--- src/rtl/ctrl_signal_pipe.sv ---
// ctrl_signal_pipe: elastic DEPTH-stage valid/ready pipeline for WIDTH-bit control words
// Optional parity tracking per stage is enabled by defining CTRL_SIGNAL_PIPE_PARITY_EN.
module ctrl_signal_pipe #(
    parameter int WIDTH = 3,
    parameter int DEPTH = 2,
    localparam int OCC_W = $clog2(DEPTH + 1)
) (
    input  logic             clk,
    input  logic             rst_n,
    input  logic             flush,
    input  logic             in_valid,
    output logic             in_ready,
    input  logic [WIDTH-1:0] in_ctrl,
    output logic             out_valid,
    input  logic             out_ready,
    output logic [WIDTH-1:0] out_ctrl,
    output logic [OCC_W-1:0] occupancy
`ifdef CTRL_SIGNAL_PIPE_PARITY_EN
    ,
    output logic             parity_err
`endif
);
    logic [DEPTH-1:0]            r_v;
    logic [DEPTH-1:0][WIDTH-1:0] r_d;
    logic [DEPTH:0]              w_e;
    logic [OCC_W-1:0]            w_occ;
`ifdef CTRL_SIGNAL_PIPE_PARITY_EN
    logic [DEPTH-1:0]            r_p;
`endif

    // Stage enables ripple back from the output: an empty stage or a moving successor lets a stage load.
    always_comb begin
        w_e = '0;
        w_e[DEPTH] = out_ready;
        for (int k = DEPTH - 1; k >= 0; k--) w_e[k] = !r_v[k] | w_e[k+1];
    end

    // Occupancy is the number of valid stages, deliberately not masked by flush.
    always_comb begin
        w_occ = '0;
        for (int k = 0; k < DEPTH; k++) w_occ = w_occ + OCC_W'(r_v[k]);
    end

    assign in_ready  = w_e[0] & !flush;
    assign out_valid = r_v[DEPTH-1] & !flush;
    assign out_ctrl  = out_valid ? r_d[DEPTH-1] : '0;
    assign occupancy = w_occ;
`ifdef CTRL_SIGNAL_PIPE_PARITY_EN
    assign parity_err = out_valid & (r_p[DEPTH-1] != ^r_d[DEPTH-1]);
`endif

    // Advance enabled stages; flush kills every valid bit but leaves data untouched.
    always_ff @(posedge clk or negedge rst_n) begin
        if (!rst_n) begin
            r_v <= '0;
            r_d <= '0;
`ifdef CTRL_SIGNAL_PIPE_PARITY_EN
            r_p <= '0;
`endif
        end else if (flush) begin
            r_v <= '0;
        end else begin
            if (w_e[0]) begin
                r_v[0] <= in_valid & in_ready;
                r_d[0] <= in_ctrl;
`ifdef CTRL_SIGNAL_PIPE_PARITY_EN
                r_p[0] <= ^in_ctrl;
`endif
            end
            for (int k = 1; k < DEPTH; k++) begin
                if (w_e[k]) begin
                    r_v[k] <= r_v[k-1];
                    r_d[k] <= r_d[k-1];
`ifdef CTRL_SIGNAL_PIPE_PARITY_EN
                    r_p[k] <= r_p[k-1];
`endif
                end
            end
        end
    end
endmodule
--- config.mk ---
export PLATFORM = sky130hd
export DESIGN_NAME = ctrl_signal_pipe
export DESIGN_NICKNAME = d
export VERILOG_FILES = /design/src/rtl/ctrl_signal_pipe.sv
export SDC_FILE = /design/constraint.sdc
export NUM_CORES = 1
export LEC_CHECK = 0
export CAP_MARGIN = 20
export CORE_AREA = 10 10 47 49
export CTS_BUF_LIST = sky130_fd_sc_hd__clkbuf_2 sky130_fd_sc_hd__clkbuf_4 sky130_fd_sc_hd__clkbuf_8
export DETAILED_ROUTE_END_ITERATION = 7
export DIE_AREA = 0 0 57 59
export DONT_BUFFER_PORTS = 1
export GPL_ROUTABILITY_DRIVEN = 0
export PLACE_DENSITY = 0.43
export SYNTH_ARGS = -nofsm -noshare
export SYNTH_HDL_FRONTEND = slang
export SYNTH_SLANG_ARGS = --single-unit
--- constraint.sdc ---
create_clock -name clk -period 1.32 [get_ports clk]
set_input_delay 0.264 -clock clk [delete_from_list [all_inputs] [get_ports clk]]
set_output_delay 0.264 -clock clk [all_outputs]
set_load 0.005 [all_outputs]
Word level (Yosys, flattened, before mapping). Cells that the tools add are included.

Memories: 0. Flip-flop bits (word level): 8. Latch bits: 0. Bits in writable memories: 0. Input bits: 8. Output and inout port bits: 7. Bits in read-only memories: 0. Logic and storage cells: 22.

Mux-type cells: 4. Shift operators: 0. Reductions and logical operators: 7. Magnitude comparators: 0. Divide/modulo/power cells: 0. Bitwise gates (word level): 6. Multipliers: 0. Eq/ne operators: 0. $add $sub $neg: 1.

Operator list (number): AND reduction 2 bit (2); nonzero test 2 bit (2); AND 1 bit (3); zero test 1 bit (3); 2-to-1 mux 3 bit (1); adder 1 x 1 -> 2 bit (1); 2-to-1 mux 1 bit (2); 2-to-1 mux 2 bit (1); OR 1 bit (2); NOT 1 bit (1).

Logic depth before layout (Yosys ltp). Gate-level depths: netlist of run 1.

Depth in word-level cells: 7. Depth in mapped cells: 3. Gate-level depth less buffers: 3.

Least setup slack after synthesis of run 1. Ideal clock, no wire load.

Path kind: reg2reg. Start: register r_v[1]. End: register r_d[3] in the netlist's numbering. Data required time: 1.195 ns. Cell stages (with the launch flop): 4. Clock period less this slack: 1.206 ns. Setup time: 0.125 ns. Buffers on the path: 0. Setup slack: 0.114 ns. Data arrival time: 1.081 ns. Cells stage by stage: dfrtp_1 -> and2b_2 -> nor2_1 -> mux2_2.

Cells in the longest elaborated chain, start to end: 3.

RTL lines: from (decl) (RTL line 23) `logic [DEPTH-1:0] r_v;`; from (signal, indexed assignment) (RTL line 72) `r_v[k] <= r_v[k-1];`; zero test 1 bit (RTL line 35) `for (int k = DEPTH - 1; k >= 0; k--) w_e[k] = !r_v[k] | w_e[k+1];`; OR 1 bit (RTL line 35); AND reduction 2 bit (no line); to (signal, indexed assignment) (RTL line 73) `r_d[k] <= r_d[k-1];`; to (decl) (RTL line 24) `logic [DEPTH-1:0][WIDTH-1:0] r_d;`.

No other way between the ends. A chain may end at the register's enable or synchronous reset.

Worst setup path in the final report of run 1.
Start: register r_v[1]. End: output port in_ready.

Cells in the longest elaborated chain, start to end: 4.

RTL lines: zero test 1 bit (RTL line 35); OR 1 bit (2 in a row) (RTL line 35); AND 1 bit (RTL line 44) `assign in_ready = w_e[0] & !flush;`; to (decl) (RTL line 12) `output logic in_ready,`.

No other way between the ends.

==> flow_summary.json, run 1 <==
{
  "clock_skew_ps": 2.67,
  "start_kind": "flip-flop",
  "fill_cells": 150,
  "ir_worst_vdd_uv": 332,
  "outcome": "finished clean",
  "startpoint": "r_v[1]",
  "slew_violations": 0,
  "drtIter0Drc": 0,
  "yosysSeqAreaShare": 0.565,
  "critPathMaxFanout": 4,
  "finalNonFillerCells": 47,
  "clk_latency_ps": 250,
  "timing.rr.start": "r_v[1]",
  "start_util": 0.253,
  "ys_ff_latch": 8,
  "routedWlPerCell_um": 17.4,
  "setup_viol": 0,
  "num_vias": 223,
  "cts-root-buf": "clkbuf_4",
  "first_global_vias": 243,
  "die_w_um": 57,
  "swShare": 0.225,
  "reg2reg_depth": 3,
  "drive_gt1_frac": 0.548,
  "diodes": 0,
  "ys_top_cells_by_count": "dfrtp_1, mux2_2, nor2_1",
  "area_growth_pct": 19.8,
  "yosysMostFrequentCell": "dfrtp_1",
  "tightestPinTransition_ps": 382,
  "p_comb_frac": 0.116,
  "fin_crit_sh": 0.988,
  "max_slew_margin": 0.744,
  "end_kind": "primary output",
  "synthCells": 27,
  "dieArea_um2": 3360,
  "netlist_area_um2": 354,
  "dp.cells": 43,
  "p_sw_mw": 0.121,
  "vias_per_cell": 4.74,
  "synth_fp_nets": 36,
  "power_density_nw_per_um2": 1270,
  "synth.area.top_cells": "dfrtp_1, mux2_2, and2_1",
  "nNetsFinal": 42,
  "yosysTopAreaCell": "dfrtp_1",
  "core-area_um2": 1400,
  "grt_pass1_wl_mm": 1.29,
  "design_power_total_mw": 0.537,
  "min_period_ps": 1300,
  "r2r_slack_ps": 60,
  "pwr-share-clk": 0.341,
  "required_ps": 1060,
  "hold_viol_final": 0,
  "ant_nets": 0,
  "antenna_found_initial": 0,
  "arrival_ps": 1040,
  "drc": 0,
  "setup.worst_path.class": "flip-flop to primary output",
  "seq_power_share": 0.544,
  "synth-edff-count": 0,
  "ys_types": 9,
  "synthFlopType": "dfrtp_1",
  "firstDrtPassIters": 1,
  "ioPinCount": 15,
  "io_buffers": 0,
  "hold_class": "input port to flip-flop",
  "htreeDepth": 1,
  "clk_pin_slew_ps": 50,
  "ctsLongestPathBuffers": 2,
  "grt-ovfl-total": 0,
  "fp.dieH_um": 59,
  "cts_sinks": 8,
  "cts_tree": "built",
  "worst_hold_path.num_cells": 1,
  "synth_warnings": 0,
  "grt.total_usage": 0.0538,
  "netlist.area_leader.share": 0.565,
  "min-delay-start": "flush",
  "grt_start_max_net_pins": 9,
  "internal-power_mw": 0.416,
  "max-cap-violations": 0,
  "wirelength_um": 817,
  "fmax_ghz": 0.766,
  "synth.avg_cell_area_um2": 13.1,
  "p_leak_nw": 0.189,
  "place_hpwl_um": 693,
  "rsz0062_at_grt": "yes",
  "synthArstFlopShare": 1.00,
  "rows": 14,
  "cts_made_buffers": 3
}
[timing repair]
item / in CTS / in global routing
resized for setup: 2 / 4
pin swaps: 0 / 2
setup endpoints to repair: 4 / 8
hold endpoints to repair: 8 / 0
setup buffers: 0 / 0
hold buffers: 1 / 0
[layout make-up]
class / instances / area [um^2] / area share
clock buffer: 3 / 22.5 / 0.0531
multi-input combinational: 19 / 171 / 0.404
sequential: 8 / 200 / 0.472
tap: 16 / 20.0 / 0.0472
timing repair buffer: 1 / 10.0 / 0.0236
[cells in the final DEF (no fill, tap or decap)]
cell           instances
ha_1                   1
mux2_2                 6
nor2_2                 1
nor2b_4                1
and3b_2                1
and2_4                 3
dfrtp_1                8
nor2_4                 1
nor2_1                 4
dlygate4sd3_1          1
clkbuf_4               3
and2b_2                1
[worst max-delay path: stages (launching register included)]
cell     delay [ps]
dfrtp_1         400
and3b_2         240
nor2_4          150
[sequential cells by signal (all words and copies together) (netlist names)]
signal	flops
r_d	6
r_v	2
[metrics by stage]
stage / utilization / hold WS [ps] / cell area, um^2 / TNS [ps] / worst slack (ps)
3_5_place_dp: 0.267 / -31.2 / 374 / 0 / 19.8
4_1_cts: 0.296 / 61.2 / 414 / -5.95 / -5.95
2_1_floorplan: - / -31.6 / 354 / 0 / 114
6_report: 0.303 / 73.4 / 424 / 0 / 15.3
3_3_place_gp: 0.267 / -31.3 / 374 / 0 / 60.8
5_1_grt: 0.303 / 61.6 / 424 / -149 / -42.3
[power by group through the flow]
stage          sequential, mW  combinational (mW)  clock, mW
2_1_floorplan           0.288              0.0442          0
3_3_place_gp            0.294              0.0500          0
3_5_place_dp            0.296              0.0517          0
4_1_cts                 0.292              0.0604      0.194
5_1_grt                 0.296              0.0685      0.203
6_report                0.292              0.0621      0.183
[cells by family (layout without fill, tap and decap cells)]
family,Yosys count,count (layout),synth area share
flops,8,8,0.565
buf+inv,0,4,0
fa+ha+maj,1,1,0.0353
mux,6,6,0.191
simple gates,12,12,0.209
[final timing paths]
path,end
worst min-delay path,r_v[0]
worst min register to register,r_d[1]
worst max register to register,r_d[0]
worst max-delay path,in_ready
max in group asynchronous,r_d[3]
min in group asynchronous,r_v[0]
[metal layers]
layer | vias to the layer above | wire length (um) | GRT usage
met3 | 2 | 110 | 0.0472
met1 | 109 | 244 | 0.0385
met4 | 0 | 10 | 0.0503
met5 | - | 0 | 0
li1 | 99 | - | -
met2 | 13 | 452 | 0.0853
Power figures use the tool's default switching activity.
==> run 2: changes to the inputs <==
--- a/config.mk
+++ b/config.mk
@@ -12,6 +12,7 @@
 export DIE_AREA = 0 0 57 59
 export DONT_BUFFER_PORTS = 1
 export GPL_ROUTABILITY_DRIVEN = 0
+export HOLD_SLACK_MARGIN = 0.06
 export PLACE_DENSITY = 0.43
 export SYNTH_ARGS = -nofsm -noshare
 export SYNTH_HDL_FRONTEND = slang
==> results of run 2 <==
Final layout, timing and power as in run 1 (identical DEF).
==> run 3: changes to the inputs <==
--- a/config.mk
+++ b/config.mk
@@ -6,14 +6,15 @@
 export NUM_CORES = 1
 export LEC_CHECK = 0
 export CAP_MARGIN = 20
-export CORE_AREA = 10 10 47 49
+export CORE_AREA = 2 2 39 41
 export CTS_BUF_LIST = sky130_fd_sc_hd__clkbuf_2 sky130_fd_sc_hd__clkbuf_4 sky130_fd_sc_hd__clkbuf_8
 export DETAILED_ROUTE_END_ITERATION = 7
-export DIE_AREA = 0 0 57 59
+export DIE_AREA = 0 0 41 43
 export DONT_BUFFER_PORTS = 1
 export GPL_ROUTABILITY_DRIVEN = 0
 export HOLD_SLACK_MARGIN = 0.06
 export PLACE_DENSITY = 0.43
+export SKIP_CTS_REPAIR_TIMING = 1
 export SYNTH_ARGS = -nofsm -noshare
 export SYNTH_HDL_FRONTEND = slang
 export SYNTH_SLANG_ARGS = --single-unit
==> run 3 against run 2 <==
Clock power about the same. Largest power group unchanged. Global-route usage increased by 2.9 points. Non-clock buffer count is the same.
==> flow_summary.json, run 3 (synthesis results as in run 1) <==
{
  "outcome": "finished clean",
  "nNetsFinal": 42,
  "critical-path-top-delay-family": "flip-flops",
  "multi_input_area_um2": 164,
  "grt-ovfl-total": 0,
  "routedWlPerCell_um": 13.4,
  "num_vias": 216,
  "first_global_vias": 233,
  "rsz0062_at_grt": "yes",
  "clk_latency_ps": 250,
  "setup_ws_ps": 22.2,
  "layout_commonest_cell": "dfrtp_1",
  "fill_cells": 150,
  "seq_area_um2": 200,
  "slowest_stage": "dfrtp_1",
  "startpoint": "r_v[0]",
  "drtIter0Drc": 1,
  "diodes": 0,
  "fp.dieH_um": 43,
  "ioPinCount": 15,
  "crit_cells": 2,
  "r2r_slack_ps": 60,
  "setup.worst_path.class": "flip-flop to primary output",
  "ir_worst_vdd_uv": 651,
  "start_util": 0.256,
  "fmax_ghz": 0.771,
  "final_cell_mix": "dfrtp_1, mux2_2, nor2_1, and2_1, clkbuf_4",
  "fin_crit_sh": 0.983,
  "design_power_total_mw": 0.530,
  "clk_pin_slew_ps": 60,
  "place_ws_ps": 24.4,
  "top_regs": "r_d x6, r_v x2",
  "io_buffers": 0,
  "cts-root-buf": "clkbuf_4",
  "regMostFlops": "r_d",
  "rr_endpoint": "r_d[1]",
  "slew_violations": 0,
  "hold_class": "input port to flip-flop",
  "reg2reg_depth": 3,
  "cts_made_buffers": 3,
  "ant_nets": 0,
  "min_period_ps": 1300,
  "tightestPinTransition_ps": 367,
  "dp.cells": 43,
  "p_leak_nw": 0.185,
  "die_w_um": 41,
  "finalNonFillerCells": 47,
  "firstDrtPassIters": 2,
  "cp_num_buf_inv": 0,
  "largest_reg_flops": 6,
  "power_density_nw_per_um2": 1270,
  "wirelength_um": 632,
  "drive_gt1_frac": 0.452,
  "whs_ps": 74.5,
  "arrival_ps": 1030,
  "rows": 14,
  "start_kind": "flip-flop",
  "drc": 0,
  "antenna_found_initial": 0,
  "grt_pass1_wl_um": 952,
  "vias_per_cell": 4.60,
  "end_kind": "primary output",
  "final_util": 0.301,
  "area_growth_pct": 17.7,
  "max-cap-violations": 0,
  "required_ps": 1060,
  "max_slew_margin": 0.755,
  "grt.total_usage": 0.0831,
  "setup_viol": 0,
  "cts_sinks": 8,
  "cpPeakStageDelay_ps": 390,
  "cts_tree": "built",
  "worstSetupEndpoint": "in_ready",
  "timing.rr.start": "r_v[0]",
  "clock_skew_ps": 8.04,
  "grt_start_max_net_pins": 9,
  "worstPathCellList": "and3b_2, nor2_4",
  "htreeDepth": 1,
  "hold_viol_final": 0,
  "dieArea_um2": 1760,
  "core-area_um2": 1380,
  "critPathMaxFanout": 4,
  "ctsLongestPathBuffers": 2
}
[run 3: cell count changes in the layout (fill, tap and decap cells not counted)]
cell and change:
and2_1 +3, and2_4 -3
[run 3: worst min path at each step]
stage	startpoint	to	slack [ps]	cells after the start
6_report	flush	r_v[1]	70	1
5_1_grt	flush	r_v[1]	70	1
4_1_cts	rst_n	r_v[0]	-300	0
3_5_place_dp	rst_n	r_v[0]	-30	0
3_3_place_gp	rst_n	r_v[1]	-30	0
2_1_floorplan	rst_n	r_d[0]	-30	0
[run 3: power by group]
part / total (mW) / switching, mW / internal [mW]
sequential: 0.291 / 0.0167 / 0.275
combinational: 0.0572 / 0.0221 / 0.0351
clock: 0.181 / 0.0773 / 0.104
total: 0.530 / 0.116 / 0.413
[run 3: through the flow]
step	TNS (ps)	cell area, um^2
6_report	0	417
5_1_grt	-19.4	417
4_1_cts	-70.7	397
3_5_place_dp	0	374
3_3_place_gp	0	374
2_1_floorplan	0	354
[run 3: area by class of cell]
class                   instances  area share
clock buffers                   3      0.0541
multi-input cells              19       0.393
flip-flops and latches          8       0.480
well taps                      16      0.0480
repair buffers                  1      0.0240
[run 3: worst register-to-register path: stages, from the launching register on]
cell	delay, ps
dfrtp_1	390
and3b_2	250
nor2_4	140
mux2_2	350
[run 3: routing by layer]
layer  track usage  wire length [um]  part of all wire  up-vias
met2         0.119               275              0.44       15
met5             0                 0                 0        -
met3        0.0733                79              0.13        0
met4        0.0200                 0                 0        0
li1              -                 -                 -       98
met1        0.0894               277              0.44      103
